--- src/rtl/kmp_fail_func_gen.sv ---
// KMP failure-function generator: computes the full failure function of a
// latched pattern, one compare/fallback step per clock, with optional ASCII case folding.
//
// state   | meaning
// IDLE_ST | waiting for i_valid; captures pattern, length and nocase
// CALC_ST | one compare or fallback step per cycle
// DONE_ST | result valid and held until i_valid drops
module kmp_fail_func_gen #(
    parameter int MAX_PATTERN = 32,
    parameter int SYM_W       = 8,
    parameter int ADDR_W      = $clog2(MAX_PATTERN)
) (
    input  logic                          clk,
    input  logic                          reset,
    input  logic                          i_valid,
    input  logic [MAX_PATTERN*SYM_W-1:0]  pattern,
    input  logic [ADDR_W-1:0]             last_pat_idx,
    input  logic                          i_nocase,
    output logic [MAX_PATTERN*ADDR_W-1:0] o_fail_func,
    output logic                          o_valid,
    output logic                          o_busy,
    output logic [ADDR_W+1:0]             o_steps
);

    localparam int IDLE_B = 0;
    localparam int CALC_B = 1;
    localparam int DONE_B = 2;
    localparam logic [2:0] IDLE_ST = 3'b001;
    localparam logic [2:0] CALC_ST = 3'b010;
    localparam logic [2:0] DONE_ST = 3'b100;

    logic [2:0]        r_state;
    logic [2:0]        w_next;
    logic [SYM_W-1:0]  r_pat [MAX_PATTERN];
    logic [ADDR_W-1:0] r_f   [MAX_PATTERN];
    logic [ADDR_W-1:0] r_last;
    logic [ADDR_W-1:0] r_i;
    logic [ADDR_W-1:0] r_k;
    logic              r_nocase;
    logic [ADDR_W+1:0] r_steps;
    logic [SYM_W-1:0]  w_sym_i;
    logic [SYM_W-1:0]  w_sym_k;
    logic              w_match;
    logic              w_fallback;
    logic              w_last_step;

    // Folding only makes sense for byte symbols; wider/narrower symbols compare raw.
    function automatic logic [SYM_W-1:0] fold(input logic [SYM_W-1:0] s, input logic nc);
        if (SYM_W == 8 && nc && s >= SYM_W'(8'h41) && s <= SYM_W'(8'h5A))
            return s | SYM_W'(8'h20);
        return s;
    endfunction

    assign w_sym_i     = fold(r_pat[r_i], r_nocase);
    assign w_sym_k     = fold(r_pat[r_k], r_nocase);
    assign w_match     = (w_sym_i == w_sym_k);
    assign w_fallback  = !w_match && (r_k != '0);
    assign w_last_step = !w_fallback && (r_i == r_last);

    always_ff @(posedge clk) begin
        if (reset) r_state <= IDLE_ST;
        else       r_state <= w_next;
    end

    always_comb begin
        w_next = r_state;
        case (1'b1)
            r_state[IDLE_B]: begin
                if (i_valid) w_next = (last_pat_idx == '0) ? DONE_ST : CALC_ST;
            end
            r_state[CALC_B]: begin
                if (!i_valid)        w_next = IDLE_ST;
                else if (w_last_step) w_next = DONE_ST;
            end
            r_state[DONE_B]: begin
                if (!i_valid) w_next = IDLE_ST;
            end
            default: w_next = IDLE_ST;
        endcase
    end

    always_comb begin
        o_valid = r_state[DONE_B];
        o_busy  = r_state[CALC_B];
        o_steps = r_steps;
    end

    always_ff @(posedge clk) begin
        if (reset) begin
            for (int j = 0; j < MAX_PATTERN; j++) begin
                r_pat[j] <= '0;
                r_f[j]   <= '0;
            end
            r_last   <= '0;
            r_nocase <= 1'b0;
            r_steps  <= '0;
            r_i      <= ADDR_W'(1);
            r_k      <= '0;
        end else if (r_state[IDLE_B] && i_valid) begin
            for (int j = 0; j < MAX_PATTERN; j++) begin
                r_pat[j] <= pattern[j*SYM_W +: SYM_W];
                r_f[j]   <= '0;
            end
            r_last   <= last_pat_idx;
            r_nocase <= i_nocase;
            r_steps  <= '0;
            r_i      <= ADDR_W'(1);
            r_k      <= '0;
        end else if (r_state[CALC_B] && i_valid) begin
            r_steps <= r_steps + (ADDR_W+2)'(1);
            if (w_match) begin
                r_f[r_i] <= r_k + ADDR_W'(1);
                r_k      <= r_k + ADDR_W'(1);
                r_i      <= r_i + ADDR_W'(1);
            end else if (w_fallback) begin
                r_k <= r_f[r_k - ADDR_W'(1)];
            end else begin
                r_f[r_i] <= '0;
                r_i      <= r_i + ADDR_W'(1);
            end
        end
    end

    genvar g;
    generate
        for (g = 0; g < MAX_PATTERN; g++) begin : g_out
            assign o_fail_func[g*ADDR_W +: ADDR_W] = r_f[g];
        end
    endgenerate

endmodule

--- config.mk ---
export PLATFORM = sky130hd
export DESIGN_NAME = kmp_fail_func_gen
export DESIGN_NICKNAME = d
export VERILOG_FILES = /design/src/rtl/kmp_fail_func_gen.sv
export SDC_FILE = /design/constraint.sdc
export NUM_CORES = 1
export LEC_CHECK = 0
export CORE_MARGIN = 2
export CORE_UTILIZATION = 55
export DETAILED_ROUTE_END_ITERATION = 7
export PLACE_DENSITY = 0.84
export SLEW_MARGIN = 10
export SYNTH_ARGS = -nofsm -noshare
export SYNTH_HDL_FRONTEND = slang
export SYNTH_SLANG_ARGS = --single-unit
--- constraint.sdc ---
create_clock -name clk -period 26.8 [get_ports clk]
set_clock_uncertainty 0.1 [all_clocks]
set_input_delay 5.36 -clock clk [delete_from_list [all_inputs] [get_ports clk]]
set_output_delay 5.36 -clock clk [all_outputs]
set_load 0.02 [all_outputs]
==> run metrics, run 1 <==
outcome=completed; # rows=74; critical path data required time=roughly 27 ns; Root Driver=clkbuf_16; IO buf count=433; number of setup violations in the final report=0; share of cells above drive strength 1=15.51%; Synth top area share=55.22%; Avg Inst Size Synth=14.58 um2; flops & latches, synth=452; Seq/Total Area, Yosys=58.41%; Total GRT Usage=33.32%; Yosys top cell by area=edfxtp_1; Worst setup EP type=flop; end point of the critical path=r_f[16][0]$_SDFFCE_PN0P_; most frequent cells in the layout=clkdlybuf4s50_1 (432), edfxtp_1 (416), mux4_2 (184), nor2_1 (180), and2_1 (155); CTS tree=yes; Critical Path Start=i_valid; die area=0.04277 mm2; Max-Slew Margin vs Limit=20.57%; pwr/cell area=about 61 mW/mm2; final wirelength=between 70000 and 80000 um; setup slack on the worst flop-to-flop path=20.41 ns; crit path max fanout=24; ys flop type=edfxtp_1; Setup TNS=0 ns; # nets final=approximately 2200; GPL Wtd Cong=0.9449; Synth async-reset ratio=0%; Final Max Slew Viols=0; Fin. Hold Viols=0; Min Hold Slack=0.4064 ns; number of synthesized flops with an enable pin=416; Max Cap Viol=0; core area=0.04074 mm2; die extent in x=206.8 um; Skew-Pair Late Insertion Delay=a little over 0.6 ns; Hold WC Path Type=flop to flop; Fill cells=2628; first-pass GRT wire length=101900 um; DP HPWL=just under 50000 um; Final Cycle Share=32.71%; Clock Path Buffers=3; starting density of the core=55.53%; Post-DRT Antenna Nets=0; Yosys cell types=60; RSZ-0062 raised after global routing=false; wire per inst=about 28 um; r2r endpoint=r_f[16][0]$_SDFFCE_PN0P_; Mapped Area=0.02262 mm2; Final Non-Filler Cells=roughly 2500; met3 wire len=8986 um; DIE HEIGHT=206.8 um; crit start category=input pin; Num CTS Buffers=48; Inst Count DP=between 2000 and 2500; largest cells by area after synthesis=edfxtp_1 (55%), mux4_2 (18%), and2_1 (4.3%); leading cell type in the layout, fill and taps excluded=clkdlybuf4s50_1; Mapped Cells=between 1500 and 2000; top routing layer used=met5; number of global-route vias before repair=16210; Reg2Reg Depth=12; Tmin final=just under 9 ns; Setup Buffers After CTS=0; Worst Path Arrival=between 8 and 9 ns; DRC=0; Hold Buf Count CTS=0; drt pass-1 iters=6; vias per cell=6.461; Metal-1 WL=24690 um; Post-CTS Resized=0; CTS H-tree lvls=2; area delta synth->final=27.89%; CP Class=input pin to flop; Slew @ Worst Pin=about 1.2 ns; Peak VDD IR=around 0.063 mV; initial antenna violation count=9; syn nets=approximately 1800; via count=about 16000; clock-pin slew on the worst setup and hold paths=0.06 ns; area of the multi-input gates=0.008813 mm2; Ports=roughly 430; first-iteration detailed-routing DRC count=roughly 2200; clock sinks=452; FF+latch area=about 0.013 mm2; largest net degree at the start of global routing=about 120; Max Freq=0.1141 GHz; Syn. warnings=0; P_leak=between 9 and 10 nW; DR WL met2=approximately 34000 um; GRT overflow=0
==> registers in the layout, summed over array words and instances (netlist names), named ones only <==
register  flops
r_pat       256
r_f         160
o_steps       7
r_i           5
r_k           5
r_last        5
r_state       3
r_nocase      1
==> cells by family after synthesis <==
group	count (synthesis)	share of synthesized area, %
buf+inv	130	2.710
mux	217	19.79
xor+xnor	25	0.9680
flops	452	58.41
fa+ha+maj	8	0.4425
compound gates	122	3.518
simple gates	597	14.16
==> stage by stage <==
step           utilization [%]  area (um2)  worst slack, ns  total power [W]
2_1_floorplan                -       22620            12.95        0.0009633
3_3_place_gp             66.82       27220            17.92         0.001057
3_5_place_dp             66.82       27220            17.58         0.001062
4_1_cts                  70.95       28900            18.16         0.001766
5_1_grt                  70.97       28910            17.86         0.001808
6_report                 71.01       28930            18.03         0.001768
==> critical path, stage by stage <==
cell and delay (ns):
clkdlybuf4s50_1 0.67, nand2_1 0.43, nor3_1 0.32, buf_4 0.25
nand3_1 0.80, o21ai_0 1.04
==> layout make-up <==
| class | count | area share [%] |
|---|---|---|
| sequential | 452 | 45.73 |
| multi-input combinational | 969 | 30.47 |
| timing repair buffer | 452 | 15.47 |
| clock buffer | 56 | 4.476 |
| tap | 532 | 2.301 |
| clock inverter | 30 | 1.341 |
| inverter | 8 | 0.1298 |
| antenna | 10 | 0.08650 |
==> cell usage after synthesis (all sizes together), types with 8 or more instances <==
cell / number
nor2: 181
nor3: 15
buf: 43
ha: 8
nand3b: 10
xor2: 10
mux4: 184
xnor2: 15
mux2i: 31
edfxtp: 416
o22ai: 20
a22o: 10
inv: 8
nand2: 47
o21ai: 44
dfxtp: 36
nand3: 21
clkbuf: 79
a21oi: 13
nor3b: 10
and2: 155
a22oi: 10
nor2b: 116
==> layer usage <==
layer | vias to the layer above | track usage, %
li1 | 6673 | -
met1 | 8017 | 42.97
met2 | 1284 | 53.07
met3 | 232 | 8.179
met4 | 4 | 17.12
met5 | - | 0
==> worst min path at each step <==
stage / start / endpoint / depth (start not counted)
floorplan: r_last[4]$_SDFFE_PP0P_ / r_last[4]$_SDFFE_PP0P_ / 1
global placement: o_steps[6]$_SDFFE_PP0P_ / o_steps[6]$_SDFFE_PP0P_ / 2
detailed placement: o_steps[6]$_SDFFE_PP0P_ / o_steps[6]$_SDFFE_PP0P_ / 2
CTS: o_steps[6]$_SDFFE_PP0P_ / o_steps[6]$_SDFFE_PP0P_ / 2
global route: o_steps[6]$_SDFFE_PP0P_ / o_steps[6]$_SDFFE_PP0P_ / 2
finish: o_steps[6]$_SDFFE_PP0P_ / o_steps[6]$_SDFFE_PP0P_ / 2
==> report_power, final <==
| group | total [W] | leakage [nW] | internal (W) | switching, W |
|---|---|---|---|---|
| registers | 0.000856 | 4.80 | 0.000821 | 0.0000351 |
| logic | 0.000199 | 4.20 | 0.000108 | 0.0000907 |
| clock network | 0.000713 | 0.817 | 0.000432 | 0.000281 |
| total | 0.00177 | 9.82 | 0.00136 | 0.000407 |
(Power assumes the default switching activity.)
==> run 2, diff against run 1 <==
- CORE_UTILIZATION: 55 -> 53
- PLACE_DENSITY: 0.84 -> 0.81
- clock period: 26.8 -> 9.17 ns (I/O delays scaled with it)
==> run metrics, run 2 (synthesized netlist as in run 1, its figures left out) <==
Hold Path Stages=2 (unchanged); Fill cells=2776 (+5.6%); crit path max fanout=40 (+67%); DIE HEIGHT=210.6 um (+1.8%); Worst setup EP type=flop; GPL Wtd Cong=0.9641 (+2.0%); RSZ-0062 raised after global routing=false; Post-CTS Resized=0 (unchanged); Crit-path slowest cell=o21ai_0; share of cells above drive strength 1=15.63% (+0.13 points); first-pass GRT wire length=103100 um (+1.2%); clock sinks=452 (unchanged); core area=0.04204 mm2 (+3.2%); Fin. Hold Viols=0 (unchanged); first-iteration detailed-routing DRC count=2131 (-5.2%); final core occ=68.93% (-2.1 points); Worst Path Arrival=6.41 ns (-2.48 ns); Skew-Pair Late Insertion Delay=0.59 ns (-0.02 ns); Setup TNS=0 ns (unchanged); die extent in x=210.6 um (+1.8%); Hold Path Sink=o_steps[6]$_SDFFE_PP0P_; DRC=0 (unchanged); Hold Buf Count CTS=0 (unchanged); CTS tree=yes; Reg2Reg Depth=12 (unchanged); final wirelength=71070 um (-0.31%); Largest Register=r_pat; # rows=75 (+1.4%); Setup Buffers After CTS=0 (unchanged); via count=16200 (-0.062%); Num CTS Buffers=48 (unchanged); Max Freq=0.1590 GHz; critical path data required time=9.29 ns (-17.63 ns); Slew @ Worst Pin=1.355 ns (+0.1677 ns); Post-DRT Antenna Nets=0 (unchanged); worst-path cell chain=buf_4, mux4_2, mux4_2, mux2i_1, o21bai_1, a221o_1, o211ai_1, nand4bb_1, buf_4, nand2_2, nand3_1, o21ai_0; IO buf count=433 (unchanged); Tmin final=about 6.3 ns; slowest stage delay, CP=0.96 ns (-0.08 ns); crit start category=flop; Max-Slew Margin vs Limit=9.009% (-12 points); leading cell type in the layout, fill and taps excluded=clkdlybuf4s50_1; P_leak=9.832 nW (+0.13%); starting density of the core=53.81% (-1.7 points); Peak VDD IR=0.1323 mV (+110%); die area=0.04435 mm2 (+3.7%); wire per inst=28.29 um (-0.43%); outcome=completed; drt pass-1 iters=5 (-1); GRT overflow=0 (unchanged); # nets final=2203 (-0.045%); number of global-route vias before repair=16180 (-0.23%); number of setup violations in the final report=0 (unchanged); DP HPWL=49640 um (+2.2%); CTS H-tree lvls=2 (unchanged); vias per cell=6.449 (-0.18%); clock-pin slew on the worst setup and hold paths=0.06 ns (about the same); cell family with most CP delay=compound AO/OA/AOI/OAI gates; Hold WC Path Type=flop to flop; max reg flops=256 (unchanged); r2r endpoint=r_f[4][4]$_SDFFCE_PN0P_; most frequent cells in the layout=clkdlybuf4s50_1 (432), edfxtp_1 (416), mux4_2 (184), nor2_1 (180), and2_1 (155); area delta synth->final=28.10%; Final Max Slew Viols=0 (unchanged); CP Buf/Inv Count=2 (unchanged); initial antenna violation count=6 (-3); Clock Path Buffers=3 (unchanged); Hold Path Origin=o_steps[6]$_SDFFE_PP0P_; pwr/cell area=179.5 mW/mm2 (+190%); Ports=434 (unchanged); Total GRT Usage=32.05% (-1.3 points); Final Cycle Share=68.60%; Max Cap Viol=0 (unchanged); Root Driver=clkbuf_16; CP Class=flop to flop; setup slack on the worst flop-to-flop path=2.88 ns (-17.53 ns); largest net degree at the start of global routing=116 (-1.7%)
-- run 2: power by group --
group	total (W)	switching, W	internal [W]
sequential	0.00251	0.000108	0.00240
combinational	0.000575	0.000260	0.000315
clock	0.00212	0.000825	0.00129
-- run 2: worst max-delay path by stage --
stage / slack, ns / cells past startpoint / to / startpoint
2_1_floorplan: 2.80 / 4 / r_pat[0][0]$_SDFFCE_PN0P_ / i_valid
3_3_place_gp: 3.20 / 12 / r_f[4][2]$_SDFFCE_PN0P_ / flop
3_5_place_dp: 2.94 / 12 / r_f[4][3]$_SDFFCE_PN0P_ / flop
4_1_cts: 2.89 / 12 / r_f[4][4]$_SDFFCE_PN0P_ / flop
5_1_grt: 2.56 / 12 / r_f[16][1]$_SDFFCE_PN0P_ / flop
6_report: 2.88 / 12 / r_f[4][4]$_SDFFCE_PN0P_ / flop
-- run 2: routing by layer --
layer / track usage, % / wire, um / up-vias
li1: - / - / 6663
met1: 42.69 / 25730 / 8083
met2: 49.16 / 33060 / 1261
met3: 8.731 / 8685 / 187
met4: 15.78 / 3552 / 6
met5: 0 / 39 / -
-- run 2: worst reg2reg max path, cell delays in order (launching register included) --
cell,delay [ns]
dfxtp_4,0.86
buf_4,0.55
mux4_2,0.61
mux4_2,0.50
mux2i_1,0.34
o21bai_1,0.13
a221o_1,0.35
o211ai_1,0.11
nand4bb_1,0.16
buf_4,0.27
nand2_2,0.17
nand3_1,0.82
o21ai_0,0.98
-- run 2: layout make-up --
class / count / area [um2] / area share, %
antenna: 3 / 7.507 / 0.02591
clock buffer: 58 / 1334 / 4.603
clock inverter: 32 / 406.6 / 1.403
inverter: 8 / 37.54 / 0.1295
multi-input combinational: 969 / 8821 / 30.44
sequential: 452 / 13230 / 45.66
tap: 539 / 674.4 / 2.327
timing repair buffer: 451 / 4467 / 15.41
-- run 2: per-stage QoR --
step           area (um2)  setup slack, ns  power [W]  hold WS, ns  instances
3_5_place_dp        27220            2.936   0.003108       0.3834       2419
5_1_grt             28980            2.563   0.005324       0.4485       2511
3_3_place_gp        27220            3.201   0.003097       0.3634       2419
6_report            28980            2.880   0.005201       0.3908       2512
4_1_cts             28960            2.887   0.005202       0.3917       2509
2_1_floorplan       22620            2.796   0.002805       0.3699       1551
